===== config.mk =====
export PLATFORM = sky130hd
export DESIGN_NAME = sq_block_seq
export DESIGN_NICKNAME = d
export VERILOG_FILES = /design/src/rtl/sq_block_pkg.sv /design/src/rtl/sq_delay_line.sv /design/src/rtl/sq_block_seq.sv
export SDC_FILE = /design/constraint.sdc
export NUM_CORES = 1
export LEC_CHECK = 0
export ABC_CLOCK_PERIOD_IN_PS = 2100
export CAP_MARGIN = 25
export CORE_UTILIZATION = 49
export DETAILED_ROUTE_END_ITERATION = 10
export GPL_TIMING_DRIVEN = 0
export PLACE_DENSITY = 0.82
export SETUP_SLACK_MARGIN = 0.15
export SYNTH_ARGS = -nofsm -noshare
export SYNTH_HDL_FRONTEND = slang
export SYNTH_SLANG_ARGS = --single-unit

===== constraint.sdc =====
create_clock -name clk -period 2.1 [get_ports clk]
set_input_delay 0.42 -clock clk [delete_from_list [all_inputs] [get_ports clk]]
set_output_delay 0.42 -clock clk [all_outputs]
set_load 0.05 [all_outputs]

===== src/rtl/sq_block_pkg.sv =====
// Shared definitions for the SqueezeNext block sequencer: per-conv descriptor
// tables, read-source encodings and the controller state enum.
package sq_block_pkg;

  localparam int N_CONV = 6;
  localparam int CONV_W = $clog2(N_CONV);

  typedef enum logic [1:0] {
    SRC_TRANS = 2'd0,
    SRC_PING  = 2'd1,
    SRC_PONG  = 2'd2,
    SRC_SKIP  = 2'd3
  } rd_src_e;

  typedef enum logic [2:0] {
    S_IDLE  = 3'd0,
    S_RUN   = 3'd1,
    S_DRAIN = 3'd2,
    S_NEXT  = 3'd3,
    S_DONE  = 3'd4
  } state_t;

  // Per-conv descriptors: pixels, passes (bias groups), source/destination
  // buffers, pad-column substitution and whether the result is also kept
  // in the skip BRAM for the residual path.
  localparam int unsigned PIX  [N_CONV] = '{4, 8, 8, 8, 6, 4};
  localparam int unsigned PASS [N_CONV] = '{2, 1, 1, 2, 2, 4};
  localparam rd_src_e     SRC  [N_CONV] = '{SRC_TRANS, SRC_PING, SRC_PONG,
                                            SRC_PING,  SRC_PONG, SRC_PING};
  localparam rd_src_e     DST  [N_CONV] = '{SRC_PING, SRC_PONG, SRC_PING,
                                            SRC_PONG, SRC_PING, SRC_PONG};
  localparam bit          PAD       [N_CONV] = '{1'b1, 1'b0, 1'b0, 1'b1, 1'b0, 1'b0};
  localparam bit          SAVE_SKIP [N_CONV] = '{1'b0, 1'b1, 1'b0, 1'b0, 1'b0, 1'b0};

endpackage


===== src/rtl/sq_delay_line.sv =====
// Stall-aware shift register that carries read-side context to the write
// side of the adder tree; it advances only when en is high.
module sq_delay_line #(
  parameter int W   = 8,
  parameter int LAT = 3
) (
  input  logic         clk,
  input  logic         rst_n,
  input  logic         en,
  input  logic [W-1:0] d,
  output logic [W-1:0] q
);

  logic [W-1:0] stage [LAT];

  always_ff @(posedge clk or negedge rst_n) begin
    if (!rst_n) begin
      for (int i = 0; i < LAT; i++) stage[i] <= '0;
    end else if (en) begin
      stage[0] <= d;
      for (int i = 1; i < LAT; i++) stage[i] <= stage[i-1];
    end
  end

  assign q = stage[LAT-1];

endmodule


===== src/rtl/sq_block_seq.sv =====
// Sequencer for one SqueezeNext block: walks N_CONV convolutions, issuing read
// addresses and MAC-tree strobes. Optional pad-column detection: SQB_PADDING_EN.
module sq_block_seq
  import sq_block_pkg::*;
#(
  parameter int ADDR_W  = 10,
  parameter int WADDR_W = 4,
  parameter int PASS_W  = 2,
  parameter int MAC_LAT = 3,
  parameter int IMG_W   = 14
) (
  input  logic               clk,
  input  logic               rst_n,
  input  logic               start,
  input  logic               stall,
  output logic               busy,
  output logic               done,
  output logic [CONV_W-1:0]  u,
  output logic [CONV_W-1:0]  u_wr,
  output logic [PASS_W-1:0]  z,
  output logic [WADDR_W-1:0] weight_addr,
  output logic [ADDR_W-1:0]  rd_addr,
  output logic [1:0]         rd_src,
  output logic [ADDR_W-1:0]  wr_addr,
  output logic [2:0]         wr_en,
  output logic               load,
  output logic               acc_clear,
  output logic               padding,
  output state_t             dbg_state
);

  localparam int DCNT_W = $clog2(MAC_LAT + 1);
  localparam int DL_W   = 1 + CONV_W + ADDR_W;

  // Handshake: start is sampled only in IDLE (stall does not block it);
  // busy stays high from the accepted start through the single-cycle done
  // pulse. stall freezes every counter and the delay line and masks the
  // strobes for that cycle; the DONE state always retires so done never
  // stretches.
  state_t             state;
  logic [DCNT_W-1:0]  drain_cnt;
  logic [ADDR_W-1:0]  pix_last;
  logic [PASS_W-1:0]  pass_last;
  logic               issue_last;
  logic [DL_W-1:0]    dl_d;
  logic [DL_W-1:0]    dl_q;
  logic               dl_last;
  logic [2:0]         wr_sel;

  always_comb begin
    pix_last  = ADDR_W'(PIX[u] - 1);
    pass_last = PASS_W'(PASS[u] - 1);
  end

  always_ff @(posedge clk or negedge rst_n) begin
    if (!rst_n) begin
      state     <= S_IDLE;
      u         <= '0;
      z         <= '0;
      rd_addr   <= '0;
      drain_cnt <= '0;
      busy      <= 1'b0;
      done      <= 1'b0;
    end else begin
      done <= 1'b0;
      case (state)
        S_IDLE: begin
          if (start) begin
            state   <= S_RUN;
            busy    <= 1'b1;
            u       <= '0;
            z       <= '0;
            rd_addr <= '0;
          end
        end
        S_RUN: begin
          if (!stall) begin
            if (z == pass_last) begin
              z <= '0;
              if (rd_addr == pix_last) begin
                state     <= S_DRAIN;
                drain_cnt <= '0;
              end else begin
                rd_addr <= rd_addr + 1'b1;
              end
            end else begin
              z <= z + 1'b1;
            end
          end
        end
        // Wait out the adder-tree latency so the last write of this conv
        // lands before the next conv reads its ping/pong buffer.
        S_DRAIN: begin
          if (!stall) begin
            if (drain_cnt == DCNT_W'(MAC_LAT - 1)) begin
              rd_addr <= '0;
              if (u == CONV_W'(N_CONV - 1)) begin
                state <= S_DONE;
                done  <= 1'b1;
              end else begin
                state <= S_NEXT;
                u     <= u + 1'b1;
              end
            end else begin
              drain_cnt <= drain_cnt + 1'b1;
            end
          end
        end
        S_NEXT: begin
          if (!stall) state <= S_RUN;
        end
        S_DONE: begin
          state <= S_IDLE;
          busy  <= 1'b0;
          u     <= '0;
        end
        default: state <= S_IDLE;
      endcase
    end
  end

  assign dbg_state   = state;
  assign weight_addr = WADDR_W'(z);
  assign rd_src      = SRC[u];
  assign acc_clear   = (state == S_RUN) && (z == '0) && !stall;
  assign issue_last  = (state == S_RUN) && (z == pass_last);

  assign dl_d = {issue_last, u, rd_addr};

  sq_delay_line #(
    .W   (DL_W),
    .LAT (MAC_LAT)
  ) u_delay (
    .clk   (clk),
    .rst_n (rst_n),
    .en    (!stall),
    .d     (dl_d),
    .q     (dl_q)
  );

  assign {dl_last, u_wr, wr_addr} = dl_q;
  assign load = dl_last && !stall;

  always_comb begin
    wr_sel = '0;
    case (DST[u_wr])
      SRC_PING: wr_sel[0] = 1'b1;
      SRC_PONG: wr_sel[1] = 1'b1;
      SRC_SKIP: wr_sel[2] = 1'b1;
      default:  wr_sel    = '0;
    endcase
    if (SAVE_SKIP[u_wr]) wr_sel[2] = 1'b1;
    wr_en = load ? wr_sel : 3'b000;
  end

`ifdef SQB_PADDING_EN
  localparam int COL_W = (IMG_W > 1) ? $clog2(IMG_W) : 1;

  logic [COL_W-1:0] col;
  logic             pix_step;

  // col mirrors rd_addr mod IMG_W; rd_addr is always 0 on RUN entry.
  assign pix_step = (state == S_RUN) && !stall && (z == pass_last) && (rd_addr != pix_last);

  always_ff @(posedge clk or negedge rst_n) begin
    if (!rst_n) begin
      col <= '0;
    end else if (state != S_RUN) begin
      col <= '0;
    end else if (pix_step) begin
      col <= (col == COL_W'(IMG_W - 1)) ? '0 : col + 1'b1;
    end
  end

  assign padding = (state == S_RUN) && PAD[u] && ((col == '0) || (col == COL_W'(IMG_W - 1)));
`else
  assign padding = 1'b0;
`endif

endmodule


* Word level (Yosys, flattened, before mapping)
Memories as Yosys holds them, arrays and structs flattened.
Cells that the tools add are included.
** Storage, ports and cells
- Input port bits :: 4
- Bits in latches :: 0
- RAM bits :: 0
- Output and inout port bits :: 45
- Memory bits (read-only) :: 552
- Memories kept :: 5
- Register bits after elaboration :: 64
** Operators by class
- Multiplexer cells :: 52
- Divide/modulo/power cells :: 0
- Shift operators :: 0
- Bitwise operators :: 2
- $lt $le $gt $ge :: 2
- Reductions and logical operators :: 18
- Equality and inequality tests :: 21
- Multiply operators :: 0
- $add $sub $neg :: 6
** Memories
- (no name shown) :: words 8, width 32, read ports 1, clocked after memory_dff 0, wr ports 0, RTL line sq_block_seq.sv:52 : pass_last = PASS_W'(PASS[u] - 1);
- (no name shown) :: words 8, width 32, read ports 1, clocked after memory_dff 0, wr ports 0, RTL line sq_block_seq.sv:51 : pix_last = ADDR_W'(PIX[u] - 1);
- (no name shown) :: words 8, width 2, read ports 1, clocked after memory_dff 0, wr ports 0, RTL line sq_block_seq.sv:146 : case (DST[u_wr])
- (no name shown) :: words 8, width 2, read ports 1, clocked after memory_dff 0, wr ports 0, RTL line sq_block_seq.sv:124 : assign rd_src = SRC[u];
- (no name shown) :: words 8, width 1, read ports 1, clocked after memory_dff 0, wr ports 0, RTL line sq_block_seq.sv:152 : if (SAVE_SKIP[u_wr]) wr_sel[2] = 1'b1;
** Operator list (count)
- 10-bit two-way mux :: 8
- 3-bit two-way mux :: 13
- 10-bit one-hot mux with 3 select lines :: 1
- 2-bit two-way mux :: 14
- 2-bit inequality test (second input constant) :: 10
- 7-bit AND reduction :: 2
- 3-bit one-hot mux with 4 select lines :: 1
- 1-bit two-way mux :: 11
- 10-bit by 1-bit adder with 10-bit output (second input constant) :: 1
- 10-bit == test :: 1
- 10-bit by 1-bit subtractor with 10-bit output (second input constant) :: 1
- 3-bit one-hot mux with 3 select lines :: 1
- 4-bit >= comparator (second input constant) :: 2
- 3-bit NOT with 4-bit output :: 2
- 2-bit one-hot mux with 2 select lines :: 2
- 2-bit == test (second input constant) :: 3
- 3-bit by 2-bit == test with 1-bit output (second input constant) :: 2
- 3-bit == test (second input constant) :: 2
- 6-bit AND reduction :: 1
- 2-bit nonzero test :: 3
- 3-bit nonzero test :: 2
- 5-bit AND reduction :: 1
- 2-bit by 1-bit adder with 2-bit output (second input constant) :: 2
- 1-bit logical AND :: 4
- other kinds (11) :: 11

* Depth between registers and ports, before layout
- Word-level depth :: 10
- Depth in mapped cells :: 8

* Hierarchy
From an unflattened synthesis, not the netlist that was laid out.
** Second synthesis, totals
- Cell total of the unflattened synthesis :: 261
- Area total of the unflattened synthesis :: 3357.0 µm²
** By module, submodules not included
- sq_delay_line :: times used 1, cells each 103, area an instance 1870.5 µm²
- sq_block_seq :: times used 1, cells each 158, area an instance 1486.4 µm²

* Worst setup path after synthesis
No wires, ideal clock.
- Path type :: in2out
- Start :: input stall
- End :: output wr_en[2]
- Stages :: 4
- Buffers on the path :: 1
- Setup slack :: -1425 ps
- Data arrival time :: 3105 ps
- Data required time :: 1680 ps
- Path through :: clkbuf_2 > nor2b_1 > and2_1 > nor3b_1
** On the way
- Cells in the longest elaborated chain, start to end :: 3
** RTL lines
- start: declaration :: RTL line sq_block_seq.sv:15 : input logic stall,
- 1-bit zero test :: RTL line sq_block_seq.sv:142 : assign load = dl_last && !stall;
- 1-bit logical AND :: RTL line sq_block_seq.sv:142
- net load :: RTL line sq_block_seq.sv:26 : output logic load,
- 3-bit two-way mux :: RTL line sq_block_seq.sv:153 : wr_en = load ? wr_sel : 3'b000;
- end: declaration :: RTL line sq_block_seq.sv:25 : output logic [2:0] wr_en,
The timed path passes the listed nets, and every way through them passes these cells.

* Worst setup path in the final report
- Start :: register u[0]
- End :: register rd_addr[3]
** On the way
- Cells in the longest elaborated chain, start to end :: 8
** RTL lines
- start: declaration :: RTL line sq_block_seq.sv:18 : output logic [CONV_W-1:0] u,
- start signal: assignment :: RTL line sq_block_seq.sv:102 : u <= u + 1'b1;
- 3-bit NOT with 4-bit output (implied by the code) (*) :: RTL line sq_block_seq.sv:51, sq_block_seq.sv:52
- memory 8 x 32 bit (on tied branches)
- 10-bit two-way mux (implied by the code) / 2-bit two-way mux (equally long branches) (2 in series) :: RTL line sq_block_seq.sv:51, sq_block_seq.sv:52
- 10-bit by 1-bit subtractor with 10-bit output / 2-bit by 1-bit subtractor with 2-bit output (equally long branches) :: RTL line sq_block_seq.sv:51, sq_block_seq.sv:52
- 10-bit == test / 2-bit == test (equally long branches) :: RTL line sq_block_seq.sv:80, sq_block_seq.sv:78
- 2-bit inequality test (no line)
- 7-bit AND reduction (no line) (*)
- end signal: assignment :: RTL line sq_block_seq.sv:84 : rd_addr <= rd_addr + 1'b1;
- end: declaration :: RTL line sq_block_seq.sv:22 : output logic [ADDR_W-1:0] rd_addr,
Every way passes the cells marked *; elsewhere a longest branch is shown, timed or not. The select of a mux whose other input is x is not followed.
A chain may end at the register's enable or synchronous reset.

==> results.json <==
{
  "layout-drive-gt1-share_pct": 41.5,
  "startpoint_type": "flop",
  "firstDrtPassIters": 4,
  "total_power_w": 0.00472,
  "worstMarginPinSlew_ps": 632,
  "vias_per_cell": 5.42,
  "maxCapViolCount": 0,
  "p_leak_nw": 2.09,
  "hold_ws_ps": 76.5,
  "ir_worst_vdd_mv": 0.926,
  "layout_common_cells": "dfrtp_1, mux2_2, buf_4",
  "place.port_buffers": 44,
  "ant_nets": 0,
  "cts_buffers": 9,
  "row_count": 29,
  "worstPathCellList": "inv_4 > ha_4 > nor4b_4 > buf_4 > a41oi_4 > nand2_2 > nand4_1 > mux2_4",
  "synth-seq-cells": 64,
  "critPathMaxStageDelay_ps": 510,
  "drc": 0,
  "layout_commonest_cell": "dfrtp_1",
  "synth.distinct_cells": 52,
  "post-route-period-util_pct": 95.3,
  "cp.depth": 8,
  "h-tree-depth": 3,
  "cts.sinks": 64,
  "yosys_warnings": 0,
  "p_per_area_nw_per_um2": 1120,
  "grt_max_degree": 39,
  "dieArea_sq_um": 6840,
  "final_nets": 355,
  "r2r-end": "rd_addr[3]",
  "diodes": 0,
  "synth_edf_count": 0,
  "clock_skew_ps": 7.65,
  "grt_pass1_wl_microns": 9910,
  "path_buf_inv": 2,
  "finalSetupViolations": 0,
  "cts_tree": "yes",
  "route.detailed.wl_per_inst_microns": 16.1,
  "required_ps": 2340,
  "drtIter0Drc": 94,
  "async_reset_ff_share_pct": 100,
  "fmax_mhz": 500,
  "clockBufferDepth": 2,
  "rrSetupSlack_ps": 100,
  "synth_cells": 270,
  "wl_microns": 6860,
  "clk_pin_slew_ps": 70,
  "crit_family": "flip-flops",
  "hold_class": "in2async",
  "clock_latency_ps": 360,
  "maxSlewViolCount": 0,
  "crit_start": "u[0]",
  "cp_slowest_cell": "dfrtp_4",
  "grt_use_total_pct": 20.0,
  "endpoint": "rd_addr[3]",
  "areaGrowthSynthToFinish_pct": 32.3,
  "ys.flop_type": "dfrtp_1",
  "avgSynthCellArea_sq_um": 11.8,
  "core_area_sq_um": 6310,
  "start_util_pct": 50.5,
  "via_count": 2311,
  "dp.cells": 394,
  "antenna_found_initial": 0,
  "worstReg2RegStart": "u[0]",
  "yosysSeqAreaShare_pct": 50.2,
  "gp_congestion": 0.866,
  "die_w_microns": 82.7,
  "endpoint_kind": "flop",
  "dp_hpwl_microns": 4500,
  "rsz0062_at_grt": "yes",
  "placed_area_sq_um": 3850,
  "syn-cell-area_sq_um": 3190,
  "status": "finished, final reports clean",
  "num_io_pins": 49,
  "design_area_sq_um": 4220,
  "grt_overflow": 0,
  "grt_pass1_vias": 2108,
  "dieHeight_microns": 82.7,
  "fin_cells": 426,
  "critPathMaxFanout": 6,
  "path_class": "reg2reg",
  "timing.final.crit_period_ps": 2000,
  "max_slew_margin_pct": 57.9,
  "cts_hold_buf": 0,
  "arrival_ps": 2240,
  "hold_viol_final": 0,
  "cts-root-buf": "clkbuf_8",
  "ff2ff_path_depth": 8
}
synthesized netlist by cell type (2+ instances only):
master,number,area share [%]
and2_1,2,0.39
mux2_2,42,15
nand4b_1,2,0.55
nand3_1,5,0.78
buf_1,4,0.47
nand4_1,2,0.39
nor4b_4,2,1.5
nor2_1,13,1.5
o211ai_1,2,0.47
a21oi_1,8,1.3
buf_4,22,5.2
and3_1,2,0.39
nor2b_1,3,0.59
nor3b_1,3,0.71
clkbuf_1,2,0.24
o31ai_1,5,1.2
or3_1,2,0.39
buf_2,2,0.31
mux2i_1,5,1.6
nand2b_1,2,0.39
a211oi_1,2,0.47
nand2_1,21,2.5
o21ai_0,9,1.4
ha_1,7,2.7
dfrtp_1,64,50
inv_1,7,0.82
xnor2_1,4,1.1
or4_1,2,0.47
through the flow:
stage | worst slack, ps | util, % | TNS (ps)
3_5_place_dp | -346 | 61.0 | -645
6_report | 99.6 | 66.9 | 0
3_3_place_gp | -1770 | 60.7 | -88590
5_1_grt | 24.4 | 66.9 | 0
2_1_floorplan | -24.4 | - | -24.4
4_1_cts | 85.6 | 64.2 | 0
routing by layer:
layer | part of all wire, % | up-vias | routed length (microns) | track usage, %
li1 | - | 1086 | - | -
met3 | 4.3 | 11 | 293 | 5.93
met5 | 0 | - | 0 | 0
met1 | 44 | 1148 | 3030 | 26.1
met4 | 1.8 | 0 | 123 | 9.14
met2 | 50 | 66 | 3410 | 30.5
repair_timing:
item / CTS / global route
resized for setup: 67 / 21
pin swaps: 5 / 10
buffers inserted: 2 / 14
setup endpoints to repair: 46 / 19
layout make-up:
| cell class | count | area, sq um |
|---|---|---|
| multi-input combinational | 169 | 1500 |
| tap | 77 | 96.3 |
| inverter | 7 | 31.3 |
| sequential | 64 | 1610 |
| timing repair buffer | 61 | 533 |
| clock buffer | 10 | 138 |
| buffer | 32 | 248 |
| fill | 451 | 2090 |
| clock inverter | 6 | 66.3 |
logic make-up after synthesis:
| group | count (synthesis) | share of synthesized area (%) |
|---|---|---|
| buffers and inverters | 39 | 7.53 |
| multiplexers | 47 | 16.4 |
| adder cells (fa/ha/maj) | 7 | 2.74 |
| XOR/XNOR | 4 | 1.10 |
| AO/OA/AOI/OAI | 38 | 9.14 |
| other | 1 | 0.118 |
| AND/OR/NAND/NOR | 70 | 12.8 |
| flip-flops | 64 | 50.2 |
power breakdown:
group	leakage [nW]	internal, W	switching (W)
clock	0.0949	0.000581	0.000502
combinational	1.15	0.000760	0.00117
sequential	0.839	0.00150	0.000219
state kept, by name (all words and copies together), names as in the netlist:
| register | cells |
|---|---|
| u_delay.q | 14 |
| done | 1 |
| u_delay.stage | 28 |
| dbg_state | 3 |
| rd_addr | 10 |
| z | 2 |
| drain_cnt | 2 |
| u | 3 |
| busy | 1 |
worst min path at each step:
stage | start | end | cells past startpoint
floorplan | rst_n | busy | 0
global placement | u_delay.stage[41] | u_delay.stage[41] | 2
detailed placement | rst_n | u_delay.q[5] | 1
CTS | rst_n | u_delay.q[5] | 1
global route | rst_n | u_delay.stage[29] | 1
finish | rst_n | u_delay.q[5] | 1
Note: power is estimated with default switching activity, not from simulation.
